--- src/rtl/glyph_plotter_pkg.sv ---
// rtl/glyph_plotter_pkg.sv - shared glyph geometry, widths and FSM encoding
package glyph_plotter_pkg;

  localparam int GLYPH_W = 4;
  localparam int GLYPH_H = 5;
  localparam int CODE_W  = 4;
  localparam int POS_W   = 8;
  localparam int X_W     = 8;
  localparam int Y_W     = 7;
  localparam int COL_W   = 2;
  localparam int ROW_W   = 3;
  localparam int ADDR_W  = CODE_W + ROW_W;

  typedef enum logic [1:0] {
    IDLE  = 2'd0,
    SCAN  = 2'd1,
    FLUSH = 2'd2,
    DONE  = 2'd3
  } state_e;

  // Font rows are stored MSB-left, so column c lives at bit (W-1-c), i.e. ~c for 2-bit c.
  function automatic logic pixel_at(input logic [GLYPH_W-1:0] row_bits,
                                    input logic [COL_W-1:0] col);
    return row_bits[~col];
  endfunction

endpackage

--- src/rtl/glyph_rom.sv ---
// rtl/glyph_rom.sv - 16-entry hex-digit font, one 4-bit row per read, 1-cycle registered output
module glyph_rom
  import glyph_plotter_pkg::*;
(
  input  logic                 clock,
  input  logic [ADDR_W-1:0]    addr,
  output logic [GLYPH_W-1:0]   data
);

  logic [GLYPH_W*GLYPH_H-1:0] glyph;
  logic [GLYPH_W-1:0]         data_d;

  always_comb begin
    glyph = '0;
    case (addr[ADDR_W-1 -: CODE_W])
      4'h0: glyph = 20'h69996;
      4'h1: glyph = 20'h26227;
      4'h2: glyph = 20'hE168F;
      4'h3: glyph = 20'hE161E;
      4'h4: glyph = 20'h99F11;
      4'h5: glyph = 20'hF8E1E;
      4'h6: glyph = 20'h68E96;
      4'h7: glyph = 20'hF1244;
      4'h8: glyph = 20'h69696;
      4'h9: glyph = 20'h69716;
      4'hA: glyph = 20'h69F99;
      4'hB: glyph = 20'hE9E9E;
      4'hC: glyph = 20'h78887;
      4'hD: glyph = 20'hE999E;
      4'hE: glyph = 20'hF8E8F;
      4'hF: glyph = 20'hF8E88;
      default: glyph = '0;
    endcase
  end

  // Row 0 is the top row, held in the most significant nibble.
  always_comb begin
    data_d = '0;
    case (addr[ROW_W-1:0])
      3'd0: data_d = glyph[19:16];
      3'd1: data_d = glyph[15:12];
      3'd2: data_d = glyph[11:8];
      3'd3: data_d = glyph[7:4];
      3'd4: data_d = glyph[3:0];
      default: data_d = '0;
    endcase
  end

  always_ff @(posedge clock) begin
    data <= data_d;
  end

endmodule

--- src/rtl/glyph_plotter.sv ---
// rtl/glyph_plotter.sv - scans one 4x5 glyph from the font ROM, one pixel per clock, for vga
module glyph_plotter
  import glyph_plotter_pkg::*;
(
  input  logic              clock,
  input  logic              reset,
  input  logic              start,
  input  logic [CODE_W-1:0] code,
  input  logic [POS_W-1:0]  pos_in,
  output logic              ready,
  output logic              done,
  output logic [X_W-1:0]    x,
  output logic [Y_W-1:0]    y,
  output logic              colour,
  output logic [POS_W-1:0]  pos,
  output logic              plot
);

  localparam logic [COL_W-1:0] LAST_COL = COL_W'(GLYPH_W - 1);
  localparam logic [ROW_W-1:0] LAST_ROW = ROW_W'(GLYPH_H - 1);

  state_e              state_q;
  logic [CODE_W-1:0]   code_q;
  logic [POS_W-1:0]    pos_q;
  logic [COL_W-1:0]    col_q;
  logic [ROW_W-1:0]    row_q;
  logic [COL_W-1:0]    x_q;
  logic [ROW_W-1:0]    y_q;
  logic                ready_q;
  logic                done_q;
  logic                plot_q;
  logic                lit_q;
  logic [GLYPH_W-1:0]  rom_data;
  logic                last_pixel;

  assign last_pixel = (col_q == LAST_COL) && (row_q == LAST_ROW);

  glyph_rom u_rom (
    .clock (clock),
    .addr  ({code_q, row_q}),
    .data  (rom_data)
  );

  always_ff @(posedge clock or negedge reset) begin
    if (!reset) begin
      state_q <= IDLE;
      code_q  <= '0;
      pos_q   <= '0;
      col_q   <= '0;
      row_q   <= '0;
      x_q     <= '0;
      y_q     <= '0;
      ready_q <= 1'b1;
      done_q  <= 1'b0;
      plot_q  <= 1'b0;
      lit_q   <= 1'b0;
    end else begin
      done_q <= 1'b0;
      plot_q <= 1'b0;
      case (state_q)
        IDLE: begin
          if (start && ready_q) begin
            code_q  <= code;
            pos_q   <= pos_in;
            col_q   <= '0;
            row_q   <= '0;
            ready_q <= 1'b0;
            state_q <= SCAN;
          end
        end
        SCAN: begin
          // x/y/plot register on the same edge as the ROM data, keeping them aligned.
          x_q    <= col_q;
          y_q    <= row_q;
          plot_q <= 1'b1;
          lit_q  <= 1'b1;
          if (last_pixel) begin
            state_q <= FLUSH;
          end else if (col_q == LAST_COL) begin
            col_q <= '0;
            row_q <= row_q + 3'd1;
          end else begin
            col_q <= col_q + 2'd1;
          end
        end
        FLUSH: begin
          done_q  <= 1'b1;
          state_q <= DONE;
        end
        DONE: begin
          ready_q <= 1'b1;
          state_q <= IDLE;
        end
        default: state_q <= IDLE;
      endcase
    end
  end

  // lit_q masks the un-reset ROM register until the first pixel after reset.
  assign colour = lit_q & pixel_at(rom_data, x_q);
  assign x      = {{(X_W-COL_W){1'b0}}, x_q};
  assign y      = {{(Y_W-ROW_W){1'b0}}, y_q};
  assign pos    = pos_q;
  assign ready  = ready_q;
  assign done   = done_q;
  assign plot   = plot_q;

endmodule
--- config.mk ---
export PLATFORM = sky130hd
export DESIGN_NAME = glyph_plotter
export DESIGN_NICKNAME = d
export VERILOG_FILES = /design/src/rtl/glyph_plotter_pkg.sv /design/src/rtl/glyph_rom.sv /design/src/rtl/glyph_plotter.sv
export SDC_FILE = /design/constraint.sdc
export NUM_CORES = 1
export LEC_CHECK = 0
export CAP_MARGIN = 20
export CORE_ASPECT_RATIO = 0.7
export CORE_MARGIN = 2
export CORE_UTILIZATION = 51
export DETAILED_ROUTE_END_ITERATION = 12
export HOLD_SLACK_MARGIN = 0.02
export PLACE_DENSITY = 0.8
export REMOVE_ABC_BUFFERS = 1
export SETUP_SLACK_MARGIN = 0.05
export SLEW_MARGIN = 15
export SYNTH_ARGS = -nofsm -noshare
export SYNTH_HDL_FRONTEND = slang
export SYNTH_SLANG_ARGS = --single-unit
--- constraint.sdc ---
create_clock -name clock -period 2.3 [get_ports clock]
set_clock_uncertainty 0.2 [all_clocks]
set_input_delay 0.345 -clock clock [delete_from_list [all_inputs] [get_ports clock]]
set_output_delay 0.345 -clock clock [all_outputs]
set_load 0.01 [all_outputs]
==> results of run 1 <==
[worst paths after layout]
| check | slack (ns) | cells past startpoint | end | from |
|---|---|---|---|---|
| worst max-delay path | 0.17 | 6 | u_rom.data[3]$_DFF_P_ | code_q[0]$_DFFE_PN0P_ |
| worst min-delay path | 0.25 | 2 | x_q[0]$_DFFE_PN0P_ | reset |
| worst max register to register | 0.17 | 6 | u_rom.data[3]$_DFF_P_ | code_q[0]$_DFFE_PN0P_ |
| worst min register to register | 0.27 | 1 | lit_q$_DFFE_PN0P_ | lit_q$_DFFE_PN0P_ |
| max in group asynchronous | 1.35 | 2 | ready$_DFFE_PN1P_ | reset |
| min in group clock | 0.27 | 1 | lit_q$_DFFE_PN0P_ | lit_q$_DFFE_PN0P_ |
[layout make-up]
class	count	area (sq um)
Sequential cell	32	782
Clock inverter	2	35.0
Multi-Input combinational cell	141	1080
Inverter	13	48.8
Timing Repair Buffer	44	407
Fill cell	287	1130
Clock buffer	6	72.6
Tap cell	50	62.6
[kinds of logic after synthesis]
group                      Yosys count
muxes                               27
adders and majority gates           18
and+or+nand+nor                     50
AOI/OAI and AO/OA                   36
DFF                                 32
other                                1
buffers and inverters               32
[power by group through the flow]
stage          logic [mW]  clock network [mW]  registers [mW]
6_report             2.00               0.522           0.996
4_1_cts              1.99               0.530           0.998
2_1_floorplan        1.09                   0            1.13
3_5_place_dp         1.98                   0            1.01
3_3_place_gp         1.95                   0           0.991
5_1_grt              2.20               0.563            1.03
[state kept, by name (all words and copies together), names as in the netlist, 2 cells and up]
signal,cells
x_q,2
pos,8
row_q,3
y_q,3
u_rom.data,4
code_q,4
col_q,2
state_q,2
[worst max-delay path, delay by kind of cell (launching register included)]
family,cells,cell delay [ns]
mux,1,0.47
buf+inv,2,0.17
fa+ha+maj,1,0.23
flops,1,0.38
simple gates,2,0.56
[Yosys cell counts (all sizes together), types with 6 or more instances]
cell type / number / share of area [%]
mux2i: 8 / 4.0
nor2: 9 / 1.7
o21ai: 6 / 1.5
nand3: 8 / 2.0
nand2: 11 / 2.1
a21oi: 9 / 2.3
mux2: 17 / 9.6
dfrtp: 27 / 34
o211ai: 6 / 2.3
buf: 15 / 5.1
inv: 13 / 2.4
ha: 18 / 11
[what timing repair did]
item,CTS,global route
hold endpoints to repair,0,0
buffers inserted,1,0
setup endpoints to repair,1,1
pin swaps,0,0
gates resized for setup,1,1
[metal layers]
metal  share of wire [%]  GRT usage, %  routed length (um)  vias up
li1                    -             -                   -      756
met1                  44          26.0                1780      727
met2                  47          29.4                1900       66
met3                 8.6          8.68                 350        4
met4                0.84          4.76                  34        0
met5                   0             0                   0        -
==> impl_summary.log, run 1 <==
INFO  metric final_critical_path_setup_slack = approximately 0.17 ns
INFO  metric worst_setup_hold_path_clk_slew = approximately 0.070 ns
INFO  metric finish.net_count = 270
INFO  metric drive_above_1_share = about 18%
INFO  metric yosys_warnings = 0
INFO  metric layout.cells.non_filler = 288
INFO  metric cts.sinks = 32
INFO  metric dr.first_iter.drc_count = about 150
INFO  metric htree_levels = 2
INFO  metric synth.mux.area_fraction = ~16%
INFO  metric synth-compound-area-share = 12.0%
INFO  metric wire_length_of_the_first_global_routing_pass = about 6.7 mm
INFO  metric most-common-layout-cells = sky130_fd_sc_hd__clkdlybuf4s50_1 (30), sky130_fd_sc_hd__dfrtp_1 (27), sky130_fd_sc_hd__mux2_2 (17), sky130_fd_sc_hd__ha_1 (17)
INFO  metric numPortBuffers = 31
INFO  metric final_common_cell = sky130_fd_sc_hd__clkdlybuf4s50_1
INFO  metric critical_path.max_fanout = 4
INFO  metric place_hpwl = ~3 mm
INFO  metric p_sw = approximately 1.4 mW
INFO  metric syn-cell-area = 0.00200 sq mm
INFO  metric detail_route.wirelength = between 4 and 5 mm
INFO  metric fin_crit_sh = around 93%
INFO  metric final-hold-violation-count = 0
INFO  metric setup.worst_path.start_class = register
INFO  metric core.rowCount = 18
INFO  metric seq_power_share = between 20% and 30%
INFO  metric grt_setup_unrepaired = no
INFO  metric dominant_register_cell_in_the_synthesized_netlist = sky130_fd_sc_hd__dfrtp_1
INFO  metric max_cap_violations = 0
INFO  metric placedCellCount = 279
INFO  metric initial_core_utilization = between 50% and 60%
INFO  metric die_area = ~0.0044 sq mm
INFO  metric async_flop_share = between 80 and 90%
INFO  metric critPathRequiredTime = roughly 2.3 ns
INFO  metric synthesis.instances = between 150 and 200
INFO  metric globalRouteOverflowTotal = 0
INFO  metric totalPowerFinal = roughly 3.5 mW
INFO  metric worst_skew_pair.late_latency = 0.28 ns
INFO  metric grt_antenna_before_repair = 0
INFO  metric hold_path.class = input pin to async pin
INFO  metric synth_sequential_area_ratio = around 39%
INFO  metric first_global_vias = 1401
INFO  metric crit_path_top_delay_cell = sky130_fd_sc_hd__mux4_1
INFO  metric syn_area_per_cell = between 10 and 15 sq um
INFO  metric routed-via-count = between 1500 and 2000
INFO  metric p_clk_share = about 15%
INFO  metric layout.cell_area.non_filler = approximately 0.0025 sq mm
INFO  metric placed_area = roughly 0.0024 sq mm
INFO  metric ctsHoldBuffers = 0
INFO  metric static-leakage-power = roughly 1.1 nW
INFO  metric delay_contributed_by_the_slowest_stage_of_the_critical_path = approximately 0.47 ns
INFO  metric grt_start_max_net_pins = 29
INFO  metric setup-violations-final = 0
INFO  metric p_int = roughly 2.2 mW
INFO  metric net_switching_fraction_of_the_power = 38.6%
INFO  metric tns_setup = 0 ns
INFO  metric simple_gate_fraction_of_synth_area = around 13%
INFO  metric io_pins = 42
INFO  metric worst_hold_margin = between 0.2 and 0.25 ns
INFO  metric fin_util = between 60% and 70%
INFO  metric clockRootBuffer = sky130_fd_sc_hd__clkbuf_8
INFO  metric die_w = just under 80 um
INFO  metric core_region_area = about 0.0036 sq mm
INFO  metric insertedDiodeCount = 0
INFO  metric wl_per_cell = approximately 14 um
INFO  metric synth.lib_cells_used.distinct = 41
INFO  metric tritoncts = yes
INFO  metric grt_use_total = 19.6%
INFO  metric die_y = roughly 56 um
INFO  metric number_of_enable_flip_flop_cells_after_synthesis = 0
INFO  metric dominant_combinational_cell_family_by_area_after_synthesis = multiplexers
INFO  metric route.detailed.vias_per_inst = 5.39
INFO  metric ys_seq_elements = 32
INFO  metric total_cts_buffers = 5
INFO  metric syn_to_final_growth = 24.8%
INFO  metric final_max_slew_viol_count = 0
INFO  metric comb_power_share = 56.9%
INFO  metric yosys.area_share.xor_xnor = 0%
INFO  metric power-per-cell-area = between 1000 and 1500 mW/mm^2
INFO  metric outcome = finished, final reports clean
INFO  metric clockBufferDepth = 2
INFO  metric critical_path_s_most_frequent_cell = sky130_fd_sc_hd__inv_1
INFO  metric final.min_clock_period = ~2.1 ns
INFO  metric gp_routability_congestion = between 0.8 and 0.9
INFO  metric pre_cts_slack = 0.166 ns
INFO  metric route.detailed.drc = 0
INFO  metric critical_path.cell_chain = inv_1, ha_2, inv_1, mux4_1, and3_1, or4_1
INFO  metric achievable-frequency = around 470 MHz
INFO  metric ant_nets = 0
INFO  metric endpoint_arrival_time_on_the_critical_path = roughly 2.1 ns
INFO  metric cp-end-kind = register
INFO  metric peak_supply_drop = 1.15 mV
INFO  metric dr.pass1.iters = 5
INFO  metric setup.worst_path.class = register to register
INFO  metric synthAdderAreaFrac = around 11%
Power figures use the tool's default switching activity.
==> run 2: changes to the inputs <==
--- a/config.mk
+++ b/config.mk
@@ -10,6 +10,7 @@
 export CORE_MARGIN = 2
 export CORE_UTILIZATION = 51
 export DETAILED_ROUTE_END_ITERATION = 12
+export GPL_TIMING_DRIVEN = 0
 export HOLD_SLACK_MARGIN = 0.02
 export PLACE_DENSITY = 0.8
 export REMOVE_ABC_BUFFERS = 1
==> run 2 against run 1 <==
Against the previous run:
- power is 0.44% lower
- sequential share of layout area is 0.49 points higher
- first-iteration DRC count is 15% higher
- critical path depth stayed put
- sequential power is 14% higher
- cell count is 2.4% lower
- via count is 2.6% lower
- clock-buffer cell count is 1 lower
- die area stayed put
==> impl_summary.log, run 2 (synthesis gave the netlist of run 1 again) <==
INFO  metric worst_skew_pair.late_latency = 0.29 ns (about the same)
INFO  metric globalRouteOverflowTotal = 0 (unchanged)
INFO  metric insertedDiodeCount = 0 (unchanged)
INFO  metric gp_routability_congestion = 0.877 (-2.4%)
INFO  metric first_global_vias = 1394 (-0.50%)
INFO  metric route.detailed.drc = 0 (unchanged)
INFO  metric final.min_clock_period = 2.19 ns (+0.0587 ns)
INFO  metric io_pins = 42 (unchanged)
INFO  metric power-per-cell-area = 1420 mW/mm^2 (+0.46%)
INFO  metric route.top_layer_used = met4
INFO  metric number_of_flip_flops_under_the_largest_register_name = 8 (unchanged)
INFO  metric grt_antenna_before_repair = 0 (unchanged)
INFO  metric cts.sinks = 32 (unchanged)
INFO  metric static-leakage-power = 1.07 nW (-3.6%)
INFO  metric grt_setup_unrepaired = no
INFO  metric setup.worst_path.class = register to register
INFO  metric transition_time_at_the_pin_with_the_least_slew_margin = about 0.62 ns
INFO  metric finish.net_count = 263 (-2.6%)
INFO  metric setup-violations-final = 0 (unchanged)
INFO  metric most-common-layout-cells = sky130_fd_sc_hd__clkdlybuf4s50_1 (29), sky130_fd_sc_hd__dfrtp_1 (23), sky130_fd_sc_hd__mux2_2 (17), sky130_fd_sc_hd__ha_1 (16)
INFO  metric wl_per_cell = 14.2 um (+0.83%)
INFO  metric tritoncts = yes
INFO  metric clockBufferDepth = 2 (unchanged)
INFO  metric grt_start_max_net_pins = 29 (unchanged)
INFO  metric regToRegSetupSlack = 0.11 ns (-0.06 ns)
INFO  metric total_cts_buffers = 5 (unchanged)
INFO  metric syn_to_final_growth = 23.7%
INFO  metric dr.pass1.iters = 4 (-1)
INFO  metric ant_nets = 0 (unchanged)
INFO  metric final_common_cell = sky130_fd_sc_hd__clkdlybuf4s50_1
INFO  metric layout.cell_area.non_filler = 0.00247 sq mm (-0.90%)
INFO  metric crit_path_top_delay_cell = sky130_fd_sc_hd__dfrtp_2
INFO  metric core_region_area = 0.00363 sq mm (unchanged)
INFO  metric place_hpwl = 2.88 mm (-6.2%)
INFO  metric routed-via-count = 1513 (-2.6%)
INFO  metric critPathRequiredTime = 2.25 ns (about the same)
INFO  metric delay_contributed_by_the_slowest_stage_of_the_critical_path = 0.48 ns (about the same)
INFO  metric die_area = 0.00444 sq mm (unchanged)
INFO  metric peak_supply_drop = 0.805 mV (-30%)
INFO  metric hold_path.class = register to register
INFO  metric endpoint_arrival_time_on_the_critical_path = 2.14 ns (+0.05 ns)
INFO  metric gate_family_responsible_for_the_most_delay_along_the_worst_path = simple AND/OR/NAND/NOR gates
INFO  metric setup.worst_path.start_class = register
INFO  metric cp-end-kind = register
INFO  metric wire_length_of_the_first_global_routing_pass = 6.61 mm (-0.93%)
INFO  metric die_w = 78.8 um (unchanged)
INFO  metric detail_route.wirelength = 4.00 mm (-1.6%)
INFO  metric critical_path.cell_chain = inv_2, ha_1, inv_1, mux4_1, and3_1, or4_4
INFO  metric timing.critical_path.buf_inv = 2 (unchanged)
INFO  metric dr.first_iter.drc_count = 177 (+15%)
INFO  metric critical_path.max_fanout = 9 (+5)
INFO  metric core.rowCount = 18 (unchanged)
INFO  metric drive_above_1_share = 19.5% (+1.8 points)
INFO  metric detailroute.wirelength.met3 = 313 um (-11%)
INFO  metric fin_crit_sh = 95.3% (+2.6 points)
INFO  metric slew-limit-headroom = around three fifths
INFO  metric htree_levels = 2 (unchanged)
INFO  metric achievable-frequency = 456 MHz (-2.7%)
INFO  metric outcome = finished, final reports clean
INFO  metric clockRootBuffer = sky130_fd_sc_hd__clkbuf_8
INFO  metric wirelength_met1 = 1.83 mm (+2.7%)
INFO  metric route.detailed.vias_per_inst = 5.38 (-0.15%)
INFO  metric placed_area = 0.00228 sq mm (-4.0%)
INFO  metric final-hold-violation-count = 0 (unchanged)
INFO  metric route.met2.wl = 1.81 mm (-4.5%)
INFO  metric tns_setup = 0 ns (unchanged)
INFO  metric final_max_slew_viol_count = 0 (unchanged)
INFO  metric grt_use_total = 19.4% (-0.15 points)
INFO  metric max_cap_violations = 0 (unchanged)
INFO  metric worst_setup_hold_path_clk_slew = 0.07 ns (about the same)
INFO  metric initial_core_utilization = 55.0% (unchanged)
INFO  metric die_y = 56.3 um (unchanged)
INFO  metric numPortBuffers = 31 (unchanged)
-- run 2: what timing repair did --
action,in CTS,in global routing
buffers inserted,1,4
endpoints found under the setup margin,2,7
gates resized for setup,9,4
endpoints found under the hold margin,27,0
hold buffers,1,0
-- run 2: worst paths after layout --
check                                       from                    end  depth (start not counted)
min in group asynchronous                  reset     x_q[1]$_DFFE_PN0P_                          2
max in group asynchronous                  reset  code_q[2]$_DFFE_PN0P_                          2
setup reg to reg           code_q[1]$_DFFE_PN0P_  u_rom.data[3]$_DFF_P_                          6
hold reg to reg                lit_q$_DFFE_PN0P_      lit_q$_DFFE_PN0P_                          1
setup / recovery           code_q[1]$_DFFE_PN0P_  u_rom.data[3]$_DFF_P_                          6
hold / removal                 lit_q$_DFFE_PN0P_      lit_q$_DFFE_PN0P_                          1
-- run 2: final cells by class --
class | count | area, sq um
clock buffers | 5 | 68.8
clock inverters | 3 | 42.5
multi-input cells | 141 | 1100
inverters | 13 | 51.3
fillers | 287 | 1160
flip-flops and latches | 32 | 787
well taps | 50 | 62.6
repair buffers | 37 | 352
-- run 2: worst register-to-register path, delay by kind of cell, from the launching register on --
family / cells / cell delay [ns]
buf+inv: 2 / 0.17
mux: 1 / 0.46
fa+ha+maj: 1 / 0.15
simple gates: 2 / 0.61
flops: 1 / 0.48
-- run 2: stage by stage --
stage               std cells  power, mW  hold slack, ns  setup WS [ns]  util [%]
global placement          267       2.78           0.253        -0.0275      63.0
global route              281       3.78           0.294         0.0436      68.1
floorplan                 186       2.22          -0.151          0.179         -
detailed placement        267       2.85           0.203        -0.0829      62.9
finish                    281       3.50           0.282          0.109      68.1
CTS                       277       3.43           0.281         0.0616      66.9
-- run 2: layer usage --
layer	GRT usage [%]	vias to the layer above
met5	0	-
met4	6.77	0
met3	7.56	5
met2	29.4	50
met1	25.4	721
li1	-	737
-- run 2: power by group --
part / leakage, nW / internal [mW] / switching [mW] / total (mW)
sequential: 0.374 / 0.831 / 0.310 / 1.14
clock: 0.0541 / 0.320 / 0.214 / 0.534
combinational: 0.646 / 0.984 / 0.843 / 1.83
total: 1.07 / 2.14 / 1.37 / 3.50
